==> src/rtl/async_fifo_rd_drain.sv <==
// Read-side drain for the async FIFO: pops the FIFO under buffer credit, absorbs
// its one-cycle read latency in a circular skid buffer, and presents a valid/ready stream.
module async_fifo_rd_drain #(
   parameter int DW         = 9,
   parameter int SKID_DEPTH = 4,
   parameter int CW         = 16
) (
   input  logic          rclk,
   input  logic          rrst_n,
   input  logic          drain_en,
   input  logic          rempty,
   input  logic [DW-1:0] data_read,
   output logic          read_enable,
   output logic [DW-1:0] out_data,
   output logic          out_valid,
   input  logic          out_ready,
   output logic          busy,
   output logic [CW-1:0] words_read
);
   localparam int            PW       = $clog2(SKID_DEPTH);
   localparam int            OW       = $clog2(SKID_DEPTH + 1);
   localparam logic [PW-1:0] LAST_PTR = PW'(SKID_DEPTH - 1);
   localparam logic [OW:0]   DEPTH    = (OW + 1)'(SKID_DEPTH);

   logic [DW-1:0] mem [SKID_DEPTH];
   logic [PW-1:0] rd_ptr;
   logic [PW-1:0] wr_ptr;
   logic [OW-1:0] occ;
   logic          inflight;
   logic          pop;
   logic [OW:0]   credit_used;

   // A read is only issued if its word is guaranteed a slot when it lands.
   assign credit_used = {1'b0, occ} + {{OW{1'b0}}, inflight};
   assign read_enable = drain_en && !rempty && rrst_n && (credit_used < DEPTH);
   assign out_valid   = (occ != '0);
   assign out_data    = out_valid ? mem[rd_ptr] : '0;
   assign pop         = out_valid && out_ready;
   assign busy        = inflight || out_valid;

   function automatic logic [PW-1:0] next_ptr(input logic [PW-1:0] p);
      return (p == LAST_PTR) ? '0 : p + 1'b1;
   endfunction

   always_ff @(posedge rclk) begin
      if (!rrst_n) begin
         rd_ptr     <= '0;
         wr_ptr     <= '0;
         occ        <= '0;
         inflight   <= 1'b0;
         words_read <= '0;
      end else begin
         inflight <= read_enable;
         if (inflight) begin
            wr_ptr <= next_ptr(wr_ptr);
         end
         if (pop) begin
            rd_ptr     <= next_ptr(rd_ptr);
            words_read <= words_read + 1'b1;
         end
         case ({inflight, pop})
            2'b10:   occ <= occ + 1'b1;
            2'b01:   occ <= occ - 1'b1;
            default: ;
         endcase
      end
   end

   always_ff @(posedge rclk) begin
      if (inflight) begin
         mem[wr_ptr] <= data_read;
      end
   end

endmodule

==> config.mk <==
export PLATFORM = sky130hd
export DESIGN_NAME = async_fifo_rd_drain
export DESIGN_NICKNAME = d
export VERILOG_FILES = /design/src/rtl/async_fifo_rd_drain.sv
export SDC_FILE = /design/constraint.sdc
export NUM_CORES = 1
export LEC_CHECK = 0
export ABC_AREA = 1
export CAP_MARGIN = 0
export CORE_ASPECT_RATIO = 0.7
export CORE_UTILIZATION = 38
export DETAILED_ROUTE_END_ITERATION = 7
export SETUP_SLACK_MARGIN = 0.02
export SLEW_MARGIN = 10
export SYNTH_ARGS = -nofsm -noshare
export SYNTH_HDL_FRONTEND = slang
export SYNTH_SLANG_ARGS = --single-unit
==> constraint.sdc <==
create_clock -name rclk -period 3.4 [get_ports rclk]
set_clock_uncertainty 0.05 [all_clocks]
set_input_delay 0.34 -clock rclk [delete_from_list [all_inputs] [get_ports rclk]]
set_output_delay 0.34 -clock rclk [all_outputs]
set_load 0.05 [all_outputs]
# [Word level (Yosys, flattened, before mapping)]
# Memory sizes are Yosys's and may differ from the RTL's. A register that Yosys moved wholly into a read port is not among the register bits.
# Cells that the tools add are included.
[word_totals] mem_bits_rw=36 register_bits=24 memories=1 elab_cells=33 romBits=0 latchBits=0
[op_classes] n_eq_ne=4 multipliers=0 n_shift=0 n_reduce_logical=8 n_bitwise=0 mux=8 n_lt_le_gt_ge=1 div=0 addsub=6
[mem_list] memory="mem" words=4 word_bits=9 read_ports=1 rd_clocked_by_memory_dff=1 wr=1 line="25" source="logic [DW-1:0] mem [SKID_DEPTH];"
[ops] op="adder 16 x 1 -> 16 bit (second input constant)" n=1
[ops] op="2-to-1 mux 9 bit" n=1
[ops] op="2-to-1 mux 2 bit" n=4
[ops] op="equality test 2 bit (second input constant)" n=3
[ops] op="one-hot mux 3 bit (2 select lines)" n=1
[ops] op="adder 2 x 1 -> 2 bit (second input constant)" n=2
[ops] op="adder 3 x 1 -> 4 bit" n=1
[ops] op="logical AND 1 bit" n=4
[ops] op="less-than comparator 4 x 3 -> 1 bit (second input constant)" n=1
[ops] op="adder 3 x 1 -> 3 bit (second input constant)" n=1
[ops] op="nonzero test 3 bit" n=1
[ops] op="subtractor 3 x 1 -> 3 bit (second input constant)" n=1
[ops] op="equality test 2 x 1 -> 1 bit (second input constant)" n=1
[ops] op="2-to-1 mux 1 bit" n=2
[ops] op="nonzero test 2 bit" n=1
[ops] op="logical NOT 1 bit" n=1
[ops] op="logical OR 1 bit" n=1

# [Depth between registers and ports, before layout]
[depth] word_depth=4 depth_mapped=10

# [Least setup slack after synthesis]
# Ideal clock, no wire load.
[synth_timing] kind="reg2out" from="reg occ[0]" to="out read_enable" setup_slack_ps=1003 stages_incl_launch_ff=4 t_arrival_ps=2007 path_cell_list="dfxtp_1 > inv_1 > nor3_1 > nor4_1"
[synth_between] elab_chain_len=3
[synth_rtl] item="start: declaration" line="28" source="logic [OW-1:0] occ;"
[synth_rtl] item="start signal: assignment" line="62" source="2'b10: occ <= occ + 1'b1;"
[synth_rtl] item="start signal: assignment" line="63" source="2'b01: occ <= occ - 1'b1;"
[synth_rtl] item="adder 3 x 1 -> 4 bit" line="34" source="assign credit_used = {1'b0, occ} + {{OW{1'b0}}, inflight};"
[synth_rtl] item="less-than comparator 4 x 3 -> 1 bit" line="35" source="assign read_enable = drain_en && !rempty && rrst_n && (credit_used < DEPTH);"
[synth_rtl] item="logical AND 1 bit" line="35"
[synth_rtl] item="end: declaration" line="13" source="output logic read_enable,"
# Every way passes these cells.

==> flow_metrics.tcl <==
set metrics [dict create \
    startpoint_type "flip-flop" \
    clk_pin_slew_ns 0.07 \
    cts_tree "yes" \
    ir_drop_mv 0.190 \
    drc 0 \
    syn_area_per_cell_um2 9.16 \
    maxCapViolations 0 \
    num_rows 25 \
    finalWeightedCongestion 0.767 \
    ys_ff_latch 62 \
    power.density_mw_per_mm2 537 \
    fmax_mhz 354 \
    ff_latch_area_mm2 0.00160 \
    antenna_found_initial 0 \
    netlist_instances 302 \
    num_vias 2095 \
    wl_um 5820 \
    clock-sinks 62 \
    dr.pass1.iters 4 \
    rsz0062_at_grt "false" \
    min_period_over_period_pct 83.2 \
    syn_to_final_growth_pct 24.5 \
    ant_nets 0 \
    start_util_pct 40.2 \
    cp-end-kind "primary output" \
    syn_nets 324 \
    cts-root-buf "clkbuf_8" \
    hold_violations 0 \
    final_common_cell "nor2_1" \
    p_leak_nw 1.27 \
    initialDrtViolationCount 77 \
    post_cts_resized 0 \
    die_x_um 104 \
    multiInputGateArea_um2 996 \
    grtUsageTotal_pct 16.6 \
    worstSetupPathType "reg2out" \
    numPortBuffers 41 \
    syn_area_mm2 0.00277 \
    grt-ovfl-total 0 \
    final_cell_mix "68 x nor2_1, 41 x clkdlybuf4s50_1, 36 x edfxtp_1, 35 x nand2_1, 33 x inv_1" \
    clock_path_buffers 2 \
    path_max_fanout 10 \
    postCtsHoldBufs 0 \
    slew_violations 0 \
    via_per_inst 4.67 \
    cp.arrival_ns 2.44 \
    grt_pass1_wl_um 9430 \
    chipHeight_um 73.4 \
    dieArea_mm2 0.00763 \
    period_needed_ns 2.83 \
    yosysSeqAreaShare_pct 57.9 \
    tightest_slew_ns 0.509 \
    critical_path_required_ns 3.01 \
    grt_max_degree 21 \
    outcome "finished clean" \
    coreArea_mm2 0.00688 \
    wl_per_cell_um 13.0 \
    antenna_cells 0 \
    finalSetupViolCount 0 \
    drive_gt1_share_pct 7.61 \
    grt_pass1_vias 1919 \
    ios 42 \
    post-route-cell-area_mm2 0.00345 \
    setup_total_negative_slack_ns 0 \
    cts_made_buffers 9 \
    fin_ws_ns 0.572 \
    hold_class "reg2reg" \
    clock_insertion_delay_worst_skew_ns 0.33 \
    fin_nets 372 \
    synth_warnings 0 \
    slew_headroom_pct 66.0 \
    fill_cells 663 \
    utilization_pct 50.1 \
    post_cts_buffers 0 \
    place_area_mm2 0.00328 \
    ys_types 29 \
    pre_cts_ws_ns 0.921 \
    h-tree-depth 3 \
    hpwl_um 4100 \
]
where the power goes:
part           internal [mW]  switching, mW  total [mW]
registers              0.820         0.0255       0.845
logic                  0.144          0.308       0.452
clock network          0.264          0.288       0.553
total                   1.23          0.622        1.85
worst max-delay path, cell delays in order, from the launching register on:
cell             delay [ns]
dfxtp_1                0.53
clkinv_1               0.33
nor2_1                 0.18
o21ai_0                0.09
a21oi_1                0.14
clkdlybuf4s50_1        0.82
state kept, by name, summed over array words and instances, names as in the netlist, named ones only:
register,flops
inflight,1
mem,36
occ,3
rd_ptr,2
words_read,16
wr_ptr,2
cells in the mapped netlist (all sizes together):
master / number / area, µm²
inv: 33 / 124
o21ai: 29 / 145
a21boi: 1 / 11.3
ha: 7 / 87.6
clkinv: 2 / 7.51
nor4: 2 / 12.5
a21oi: 20 / 100
xnor2: 1 / 8.76
o211a: 1 / 10.0
edfxtp: 36 / 1080
and3: 1 / 6.26
nor2: 72 / 290
o21bai: 1 / 7.51
nand2: 41 / 179
xor2: 1 / 8.76
nand4: 7 / 43.8
buf: 5 / 30.0
fa: 1 / 20.0
nor3: 3 / 15.0
clkbuf: 2 / 8.75
dfxtp: 26 / 521
nand3: 10 / 50.1
metrics by stage:
stage / power, mW / std cells / hold slack (ns)
2_1_floorplan: 1.17 / 302 / 0.368
3_3_place_gp: 1.31 / 433 / 0.428
3_5_place_dp: 1.32 / 433 / 0.460
4_1_cts: 1.87 / 449 / 0.469
5_1_grt: 1.94 / 449 / 0.502
6_report: 1.85 / 449 / 0.469
routing by layer:
metal | track usage [%] | vias to the layer above | share of wire [%]
met5 | 0 | - | 0
met4 | 5.71 | 0 | 1.4
met3 | 6.48 | 9 | 4.8
met2 | 23.4 | 43 | 40
met1 | 23.2 | 944 | 53
li1 | - | 1099 | -
cell families (layout without fill, tap and decap cells):
logic type	after synthesis	count (layout)	synth area share, %
simple gates	136	136	21.6
flops	62	62	57.9
compound gates	52	52	9.90
buf+inv	42	95	6.15
fa+ha+maj	8	8	3.89
xor+xnor	2	2	0.633
worst paths after layout:
| kind | cells after the start | slack, ns | startpoint | end |
|---|---|---|---|---|
| min reg2reg | 2 | 0.47 | rd_ptr[1] | rd_ptr[1] |
| min | 2 | 0.47 | rd_ptr[1] | rd_ptr[1] |
| max reg2reg | 10 | 1.39 | occ[2] | occ[2] |
| max | 5 | 0.57 | flip-flop | out_data[6] |
layout make-up:
cell class | count | area share [%]
Clock inverter | 5 | 1.05
Tap cell | 94 | 3.41
Timing Repair Buffer | 44 | 12.6
Multi-Input combinational cell | 198 | 28.9
Clock buffer | 11 | 3.81
Inverter | 35 | 3.81
Sequential cell | 62 | 46.5
Note: power is estimated with default switching activity, not from simulation.
